<file path="src/rtl/uart_receiver.sv">
// UART receive engine: oversampled start/data/parity/stop recovery with
// parity and framing status and a one-cycle completion pulse.
module uart_receiver #(
  parameter int SAMPLING_RATE = 16
) (
  input  logic       clk,
  input  logic       reset_n,
  input  logic       rx_i,
  input  logic       tick_i,
  input  logic       rx_en_i,
  input  logic [1:0] data_bit_num_i,
  input  logic [1:0] stop_bit_num_i,
  input  logic       parity_en_i,
  input  logic       parity_type_i,
  output logic [7:0] data_o,
  output logic       rx_done_o,
  output logic       parity_err_o,
  output logic       frame_err_o,
  output logic       busy_o
);

  localparam int TW = $clog2(SAMPLING_RATE);
  localparam logic [TW-1:0] FULL_LAST = TW'(SAMPLING_RATE - 1);
  localparam logic [TW-1:0] HALF_LAST = TW'(SAMPLING_RATE / 2 - 1);

  typedef enum logic [2:0] {IDLE, START, DATA, PARITY, STOP} state_t;

  state_t          state, state_n;
  logic            sync_ff, rxs;
  logic [TW-1:0]   tick_cnt, tick_n;
  logic [2:0]      bit_cnt, bit_n;
  logic [7:0]      shreg, shreg_n;
  logic            par_acc, par_acc_n;
  logic            par_err, par_err_n;
  logic            stop_err, stop_err_n;
  logic            armed, armed_n;
  logic [1:0]      cfg_bits, cfg_bits_n;
  logic [1:0]      cfg_stop, cfg_stop_n;
  logic            cfg_par_en, cfg_par_en_n;
  logic            cfg_par_type, cfg_par_type_n;
  logic [7:0]      data_q, data_n;
  logic            perr_q, perr_n;
  logic            ferr_q, ferr_n;
  logic            done_q, done_n;

  always_comb begin
    state_n        = state;
    tick_n         = tick_cnt;
    bit_n          = bit_cnt;
    shreg_n        = shreg;
    par_acc_n      = par_acc;
    par_err_n      = par_err;
    stop_err_n     = stop_err;
    armed_n        = armed;
    cfg_bits_n     = cfg_bits;
    cfg_stop_n     = cfg_stop;
    cfg_par_en_n   = cfg_par_en;
    cfg_par_type_n = cfg_par_type;
    data_n         = data_q;
    perr_n         = perr_q;
    ferr_n         = ferr_q;
    done_n         = 1'b0;

    // A held-low line (break) must go high in IDLE before another start is taken
    if (state == IDLE && rxs) armed_n = 1'b1;

    if (!rx_en_i) begin
      state_n = IDLE;
      tick_n  = '0;
      bit_n   = '0;
    end else if (tick_i) begin
      unique case (state)
        IDLE: begin
          if (!rxs && armed) begin
            state_n = START;
            tick_n  = '0;
            armed_n = 1'b0;
          end
        end
        START: begin
          if (tick_cnt == HALF_LAST) begin
            tick_n = '0;
            if (rxs) begin
              state_n = IDLE;
            end else begin
              state_n        = DATA;
              bit_n          = '0;
              par_acc_n      = 1'b0;
              par_err_n      = 1'b0;
              stop_err_n     = 1'b0;
              cfg_bits_n     = data_bit_num_i;
              cfg_stop_n     = stop_bit_num_i;
              cfg_par_en_n   = parity_en_i;
              cfg_par_type_n = parity_type_i;
            end
          end else begin
            tick_n = tick_cnt + 1'b1;
          end
        end
        DATA: begin
          if (tick_cnt == FULL_LAST) begin
            tick_n    = '0;
            shreg_n   = {rxs, shreg[7:1]};
            par_acc_n = par_acc ^ rxs;
            if (bit_cnt == {1'b1, cfg_bits}) begin
              bit_n   = '0;
              state_n = cfg_par_en ? PARITY : STOP;
            end else begin
              bit_n = bit_cnt + 3'd1;
            end
          end else begin
            tick_n = tick_cnt + 1'b1;
          end
        end
        PARITY: begin
          if (tick_cnt == FULL_LAST) begin
            tick_n    = '0;
            par_err_n = (par_acc ^ rxs) ^ cfg_par_type;
            state_n   = STOP;
          end else begin
            tick_n = tick_cnt + 1'b1;
          end
        end
        STOP: begin
          // bit_cnt indexes the stop sample; the second one is half a bit later for 1.5 stops
          if (tick_cnt == ((bit_cnt == 3'd0 || cfg_stop[1]) ? FULL_LAST : HALF_LAST)) begin
            tick_n     = '0;
            stop_err_n = stop_err | ~rxs;
            if (bit_cnt == 3'd0 && cfg_stop != 2'b00) begin
              bit_n = 3'd1;
            end else begin
              bit_n   = '0;
              state_n = IDLE;
              data_n  = shreg >> ~cfg_bits;
              perr_n  = cfg_par_en & par_err;
              ferr_n  = stop_err | ~rxs;
              done_n  = 1'b1;
            end
          end else begin
            tick_n = tick_cnt + 1'b1;
          end
        end
        default: state_n = IDLE;
      endcase
    end
  end

  always_ff @(posedge clk) begin
    if (!reset_n) begin
      sync_ff      <= 1'b1;
      rxs          <= 1'b1;
      state        <= IDLE;
      tick_cnt     <= '0;
      bit_cnt      <= '0;
      shreg        <= '0;
      par_acc      <= 1'b0;
      par_err      <= 1'b0;
      stop_err     <= 1'b0;
      armed        <= 1'b0;
      cfg_bits     <= '0;
      cfg_stop     <= '0;
      cfg_par_en   <= 1'b0;
      cfg_par_type <= 1'b0;
      data_q       <= '0;
      perr_q       <= 1'b0;
      ferr_q       <= 1'b0;
      done_q       <= 1'b0;
    end else begin
      sync_ff      <= rx_i;
      rxs          <= sync_ff;
      state        <= state_n;
      tick_cnt     <= tick_n;
      bit_cnt      <= bit_n;
      shreg        <= shreg_n;
      par_acc      <= par_acc_n;
      par_err      <= par_err_n;
      stop_err     <= stop_err_n;
      armed        <= armed_n;
      cfg_bits     <= cfg_bits_n;
      cfg_stop     <= cfg_stop_n;
      cfg_par_en   <= cfg_par_en_n;
      cfg_par_type <= cfg_par_type_n;
      data_q       <= data_n;
      perr_q       <= perr_n;
      ferr_q       <= ferr_n;
      done_q       <= done_n;
    end
  end

  assign data_o       = data_q;
  assign rx_done_o    = done_q;
  assign parity_err_o = perr_q;
  assign frame_err_o  = ferr_q;
  assign busy_o       = (state != IDLE);

endmodule
</file>
<file path="config.mk">
export PLATFORM = sky130hd
export DESIGN_NAME = uart_receiver
export DESIGN_NICKNAME = d
export VERILOG_FILES = /design/src/rtl/uart_receiver.sv
export SDC_FILE = /design/constraint.sdc
export NUM_CORES = 1
export LEC_CHECK = 0
export ABC_AREA = 1
export CAP_MARGIN = 20
export CORE_ASPECT_RATIO = 0.6
export CORE_MARGIN = 1
export CORE_UTILIZATION = 40
export DETAILED_ROUTE_END_ITERATION = 10
export HOLD_SLACK_MARGIN = 0.12
export PLACE_DENSITY = 0.59
export SYNTH_ARGS = -nofsm -noshare
export SYNTH_HDL_FRONTEND = slang
export SYNTH_SLANG_ARGS = --single-unit
</file>
<file path="constraint.sdc">
create_clock -name clk -period 4 [get_ports clk]
set_clock_uncertainty 0.15 [all_clocks]
set_input_delay 1 -clock clk [delete_from_list [all_inputs] [get_ports clk]]
set_output_delay 1 -clock clk [all_outputs]
set_load 0.1 [all_outputs]
</file>
==> metrics.csv <==
stage;metric;value;unit
clock_network;CTS H-Tree Depth;2;
power;leak pwr;1.017;nW
sta;RSZ-0062 raised after global routing;false;
power;combinational power share;0.064;
hold_path;Hold Path Stages;1;
logic_synthesis;#FFs+latches synth;41;
global_route;vias in the first global route;1800;
route;vias per cell;4.927;
sta;measured slew at the worst slew-check pin;0.9731;ns
critical_path;Worst setup EP type;primary output;
critical_path;crit path DAT;1.80;ns
route;DR pass1 iterations;5;
die;number of cell rows;20;
power;sequential power share;0.505;
logic_synthesis;Netlist cell types;32;
global_route;Overflow after GRT;0;
hold_path;hold_sp;sync_ff;
critical_path;cell class contributing the biggest share of worst-path delay;buffers and inverters;
sta;Hold Slack;0.2623;ns
clock_network;CTS tree;done;
logic_synthesis;Main synth FF type;dfxtp_1;
critical_path;critical path class;flip-flop to primary output;
placed_design;Post-Place Setup Slack;1.174;ns
critical_path;r2r setup slk;2.04;ns
logic_synthesis;Mapped Area;2176;um2
layout;Area growth, synth to finish;18.34;%
die;Initial Util;0.4221;
layout;Final nets;343;
die;Die W;97.22;um
route;final WL;5202;um
critical_path;Buf/Inv on CP;1;
route;First DRT Iteration DRCs;72;
critical_path;worst r2r path cells;10;
critical_path;worst-path maximum fanout;2;
power;switching power;183.8;uW
logic_synthesis;Synth Net Count;319;
route;wire length per cell;13.14;um
hold_path;Hold EP;rxs;
logic_synthesis;Async S/R FF share, synth;0;
sta;Setup Viol. Count Final;0;
die;Die Area;5748;um2
layout;layout cells sized above 1;0.1576;
die;Core Region;5155;um2
sta;Slew HR;0.3492;
global_route;initial antenna violation count;0;
placed_design;DP Wirelength;3975;um
clock_network;clock latency on the worst-skew pair;0.29;ns
clock_network;root buf cell;clkbuf_8;
sta;Fmax;0.3389;GHz
route;DRC;0;
critical_path;critical path cell sequence;clkdlybuf4s50_1;
global_route;All-Layer GR Usage;0.1971;
critical_path;Startpoint Class;flip-flop;
critical_path;RR Startpoint;tick_cnt[0];
sta;Setup TNS Final;0;ns
sta;Final Hold Fails;0;
placed_design;PortBufs;22;
clock_network;total CTS buffers;5;
route;vias;1951;
sta;Final min period;2.951;ns
power;switching portion of total power;0.2248;
logic_synthesis;Post-synth EDFFs;0;
logic_synthesis;Post-Synthesis Cells;305;
clock_network;Clock Pin Slew Worst Setup and Hold Paths;0.08;ns
layout;diode count;0;
critical_path;Critical-path top delay cell;clkdlybuf4s50_1;
sta;PnR worst setup slack;1.049;ns
clock_network;cts hold-fix bufs;0;
sta;Slew Limit Fails;0;
placed_design;GPL Wtd Cong;0.8710;
power;power density over the cells;317.5;nW/um2
logic_synthesis;YS warnings;0;
power;Pint;633.8;uW
critical_path;slowest stage delay, CP;1.15;ns
global_route;first-pass GRT wire length;8852;um
logic_synthesis;register area share after synthesis;0.3772;
flow_run;max cap viols;0;
clock_network;Post-CTS Setup Repair Bufs;0;
hold_path;Hold Crit Class;flip-flop to flip-flop;
sta;final period utilization;0.7378;
clock_network;Clock Path Buffers;2;
die;# IOs;23;
global_route;largest net degree at the start of global routing;21;
die;Die H;59.13;um
power;worst vdd ir;199.4;uV
logic_synthesis;syn_area_per_cell;7.134;um2
critical_path;worst endpoint required time;2.85;ns
clock_network;clk sinks;41;
status;outcome;completed;
critical_path;reg2reg end;state[2];
route;Final ANT Viol Nets;0;
clock_network;CTS resizes;0;
power;clock power share;0.431;
## metal layers
metal	GRT usage	vias to the layer above	share of wire	wire, um
met1	0.3049	866	0.57	2963
met5	0	-	0	0
met2	0.2606	49	0.36	1862
li1	-	1033	-	-
met4	0.04202	0	0.0033	17
met3	0.06132	3	0.069	358
## cell families (layout without fill, tap and decap cells)
kind of cell    count (synthesis)  after routing  synth area share
simple gates                  141            141            0.3295
compound gates                 68             68            0.1714
buf+inv                        47             72           0.08395
flops                          41             41            0.3772
xor+xnor                        4              4           0.01610
fa+ha+maj                       3              3           0.01725
mux                             1              1          0.004601
## area by class of cell
cell class              count  area [um2]
flip-flops and latches     41       820.8
repair buffers             23       225.2
well taps                  66       82.58
inverters                  41       153.9
fillers                   544        2580
clock inverters             2       37.54
multi-input cells         217        1172
clock buffers               6       82.58
## flip-flops by register name, indices dropped and copies added, names as in the netlist, named ones only
signal / count
bit_cnt: 3
cfg_bits: 2
cfg_par_en: 1
cfg_par_type: 1
cfg_stop: 2
data_o: 8
frame_err_o: 1
par_acc: 1
par_err: 1
parity_err_o: 1
rx_done_o: 1
rxs: 1
shreg: 8
state: 3
stop_err: 1
sync_ff: 1
tick_cnt: 4
## through the flow
stage               cell area (um2)  power (mW)    util  cells
finish                         2575      0.8175  0.4995    396
global route                   2575      0.8488  0.4995    396
floorplan                      2176      0.4540       -    305
detailed placement             2455      0.4742  0.4762    388
CTS                            2575      0.8265  0.4995    396
global placement               2455      0.4741  0.4762    388
## how the worst max path moves through the flow
stage | start | to | slack [ns] | depth (start not counted)
3_3_place_gp | tick_i | data_o[3] | 1.16 | 8
2_1_floorplan | state[0] | busy_o | 1.62 | 4
4_1_cts | data_o[2] | data_o[2] | 1.05 | 1
6_report | data_o[2] | data_o[2] | 1.05 | 1
5_1_grt | data_o[7] | data_o[7] | 1.00 | 1
3_5_place_dp | tick_i | data_o[3] | 1.17 | 8
## cells in the mapped netlist (2+ instances only)
master	count	area share
xnor2_1	2	0.0081
inv_2	12	0.021
or2_2	4	0.011
nor2_2	4	0.011
xor2_1	2	0.0081
nand3_1	12	0.028
nand3_2	5	0.023
nor2_1	40	0.069
inv_1	29	0.050
nor3_1	7	0.016
o21ai_1	11	0.025
nor2_4	3	0.016
clkbuf_1	3	0.0052
nand2_1	51	0.088
o21ai_0	28	0.064
nand2_2	5	0.014
ha_1	3	0.017
a21oi_1	24	0.055
buf_2	2	0.0046
nand4_1	4	0.011
nand3_4	3	0.024
dfxtp_1	41	0.38
## power by group through the flow
stage                     sequential (mW)  clock [mW]  combinational, mW
after detailed placement            0.422           0             0.0519
after global routing                0.413       0.378             0.0576
after CTS                           0.413       0.361             0.0523
final                               0.413       0.352             0.0523
after global placement              0.422           0             0.0517
after floorplan                     0.422           0             0.0322
## cell usage in the layout, fill, tap and decap left out, drive strengths merged, types with 2 or more instances in the layout
master,n
a211oi,2
a21oi,24
buf,2
clkbuf,6
clkdlybuf4s50,21
dfxtp,41
ha,3
inv,41
nand2,57
nand3,20
nand4,4
nor2,48
nor3,7
o21ai,41
or2,4
xnor2,2
xor2,2
Note: power is estimated with default switching activity, not from simulation.
==> edit: new RTL, same flow settings <==
Encoding of `state_t`: now one-hot (5 bits for 5 states).
--- a/src/rtl/uart_receiver.sv
+++ b/src/rtl/uart_receiver.sv
@@ -24,5 +24,5 @@
   localparam logic [TW-1:0] HALF_LAST = TW'(SAMPLING_RATE / 2 - 1);
 
-  typedef enum logic [2:0] {IDLE, START, DATA, PARITY, STOP} state_t;
+  typedef enum logic [4:0] {IDLE = 5'b00001, START = 5'b00010, DATA = 5'b00100, PARITY = 5'b01000, STOP = 5'b10000} state_t;
 
   state_t          state, state_n;
Behaviour: same outputs for any inputs over 10 cycles, from zero or initial values and one cycle with reset_n low; not proved beyond that.
==> edit against the unedited design <==
- total power grew 8.0%
- area after synthesis is 7.0% higher
- wire length rose by 7.7%
- worst setup slack is essentially flat
- final area grew 5.3%
- core utilization fell by 1.5 points
- sequential cell count up 2
- largest cell class unchanged
- synthesized cell count up 10%
- critical path depth is the same
- count of clock-buffer cells in the layout decreased by 1
- register-to-register slack got worse by 130 ps
==> edit: results <==
logic_synthesis:
  syn-num-nets: 350
  yosys-top-cells-area: "dfxtp_1 (37%), nand2_1 (9.5%), nor2_1 (8.1%), o21ai_0 (7.3%), nand3_1 (6.2%)"
  ys_seq_area_share_pct: 37.0
  ys_top_cells_by_count: "nand2_1 (59), nor2_1 (50), dfxtp_1 (43)"
  async_reset_ff_share_pct: 0
global_routing:
  grt_max_degree: 18
  met3_usage_pct: 4.20
  grt_pass1_wl_um: 8910
  grt_pass1_vias: 1742
  grt_util_all_layers_pct: 19.6
  use_met1_pct: 32.4
  grtUsageMet2_pct: 23.8
detailed_routing:
  wl_um: 5600
  routed.top_layer: "met4"
  wl_met2_um: 1940
  dr.pass1.iters: 4
  m1WireLength_um: 3230
  drc: 0
  drtIter0Drc: 133
  wl_met3_um: 367
  via_per_inst: 4.83
worst_setup_path:
  rr_startpoint: "bit_cnt[0]"
  cp_max_fo: 2
  reg2reg_to: "data_o[6]"
  crit_start: "data_o[7]"
  setup.worst_path.end: "data_o[7]"
  regToRegSetupSlack_ps: 1910
clock_network:
  cts-resized-gates: 0
  clkTransAtPathRegs_ps: 90
  post_cts_buffers: 0
  clk_latency_ps: 310
power_and_ir_drop:
  p_leak_nw: 1.07
  p_sw_mw: 0.233
  vdd_drop_max_mv: 0.161
place:
  gp_congestion: 0.857
  hpwl_um: 4310
status:
  outcome: "finished clean"
timing:
  final_hold_viol_count: 0
  relSlewSlack_pct: 35.3
cells_and_area:
  drive_above_1_share_pct: 12.0
  final_nets: 372
-- edit: cell count changes in the layout (fill, tap and decap cells not counted), sizes merged, moves of 3 or more --
cell	unedited run	this run
clkinv	0	3
nand2	57	65
nor2	48	57
nor3	7	1
nand3	20	36
-- edit: cells by family after synthesis --
| family | synth area share (%) |
|---|---|
| adder cells (fa/ha/maj) | 1.61 |
| multiplexers | 0.430 |
| AND/OR/NAND/NOR | 33.8 |
| buffers and inverters | 9.41 |
| AO/OA/AOI/OAI | 16.2 |
| XOR/XNOR | 1.51 |
| flip-flops | 37.0 |
-- edit: area by class of cell --
cell class / count / area [µm²]
sequential: 43 / 861
timing repair buffer: 23 / 225
fill: 579 / 2880
inverter: 44 / 166
tap: 80 / 100
clock inverter: 3 / 43.8
multi-input combinational: 241 / 1250
clock buffer: 5 / 68.8
-- edit: power by group through the flow --
stage          Clock [mW]  Sequential (mW)  Combinational (mW)
2_1_floorplan           0            0.448              0.0656
3_3_place_gp            0            0.449              0.0921
3_5_place_dp            0            0.449              0.0929
4_1_cts             0.354            0.439              0.0934
5_1_grt             0.372            0.440               0.104
6_report            0.350            0.439              0.0939
-- edit: per-stage QoR --
stage | std cells | hold WS, ps | setup slack, ps | instance area, µm² | power [mW]
detailed placement | 431 | 255 | 1190 | 2600 | 0.542
global route | 439 | 296 | 1010 | 2710 | 0.916
global placement | 431 | 253 | 1240 | 2600 | 0.541
finish | 439 | 276 | 1050 | 2710 | 0.883
CTS | 439 | 278 | 1050 | 2710 | 0.886
floorplan | 336 | 243 | 1780 | 2330 | 0.513
-- edit: worst register-to-register path: stages (launching register included) --
cell      delay [ps]
dfxtp_1          460
inv_1            100
ha_1             210
nand2_2          100
nand3_1           80
nand3_2          180
inv_1             60
nand2_1          250
clkinv_2         190
nand2_2          140
o21ai_1           70
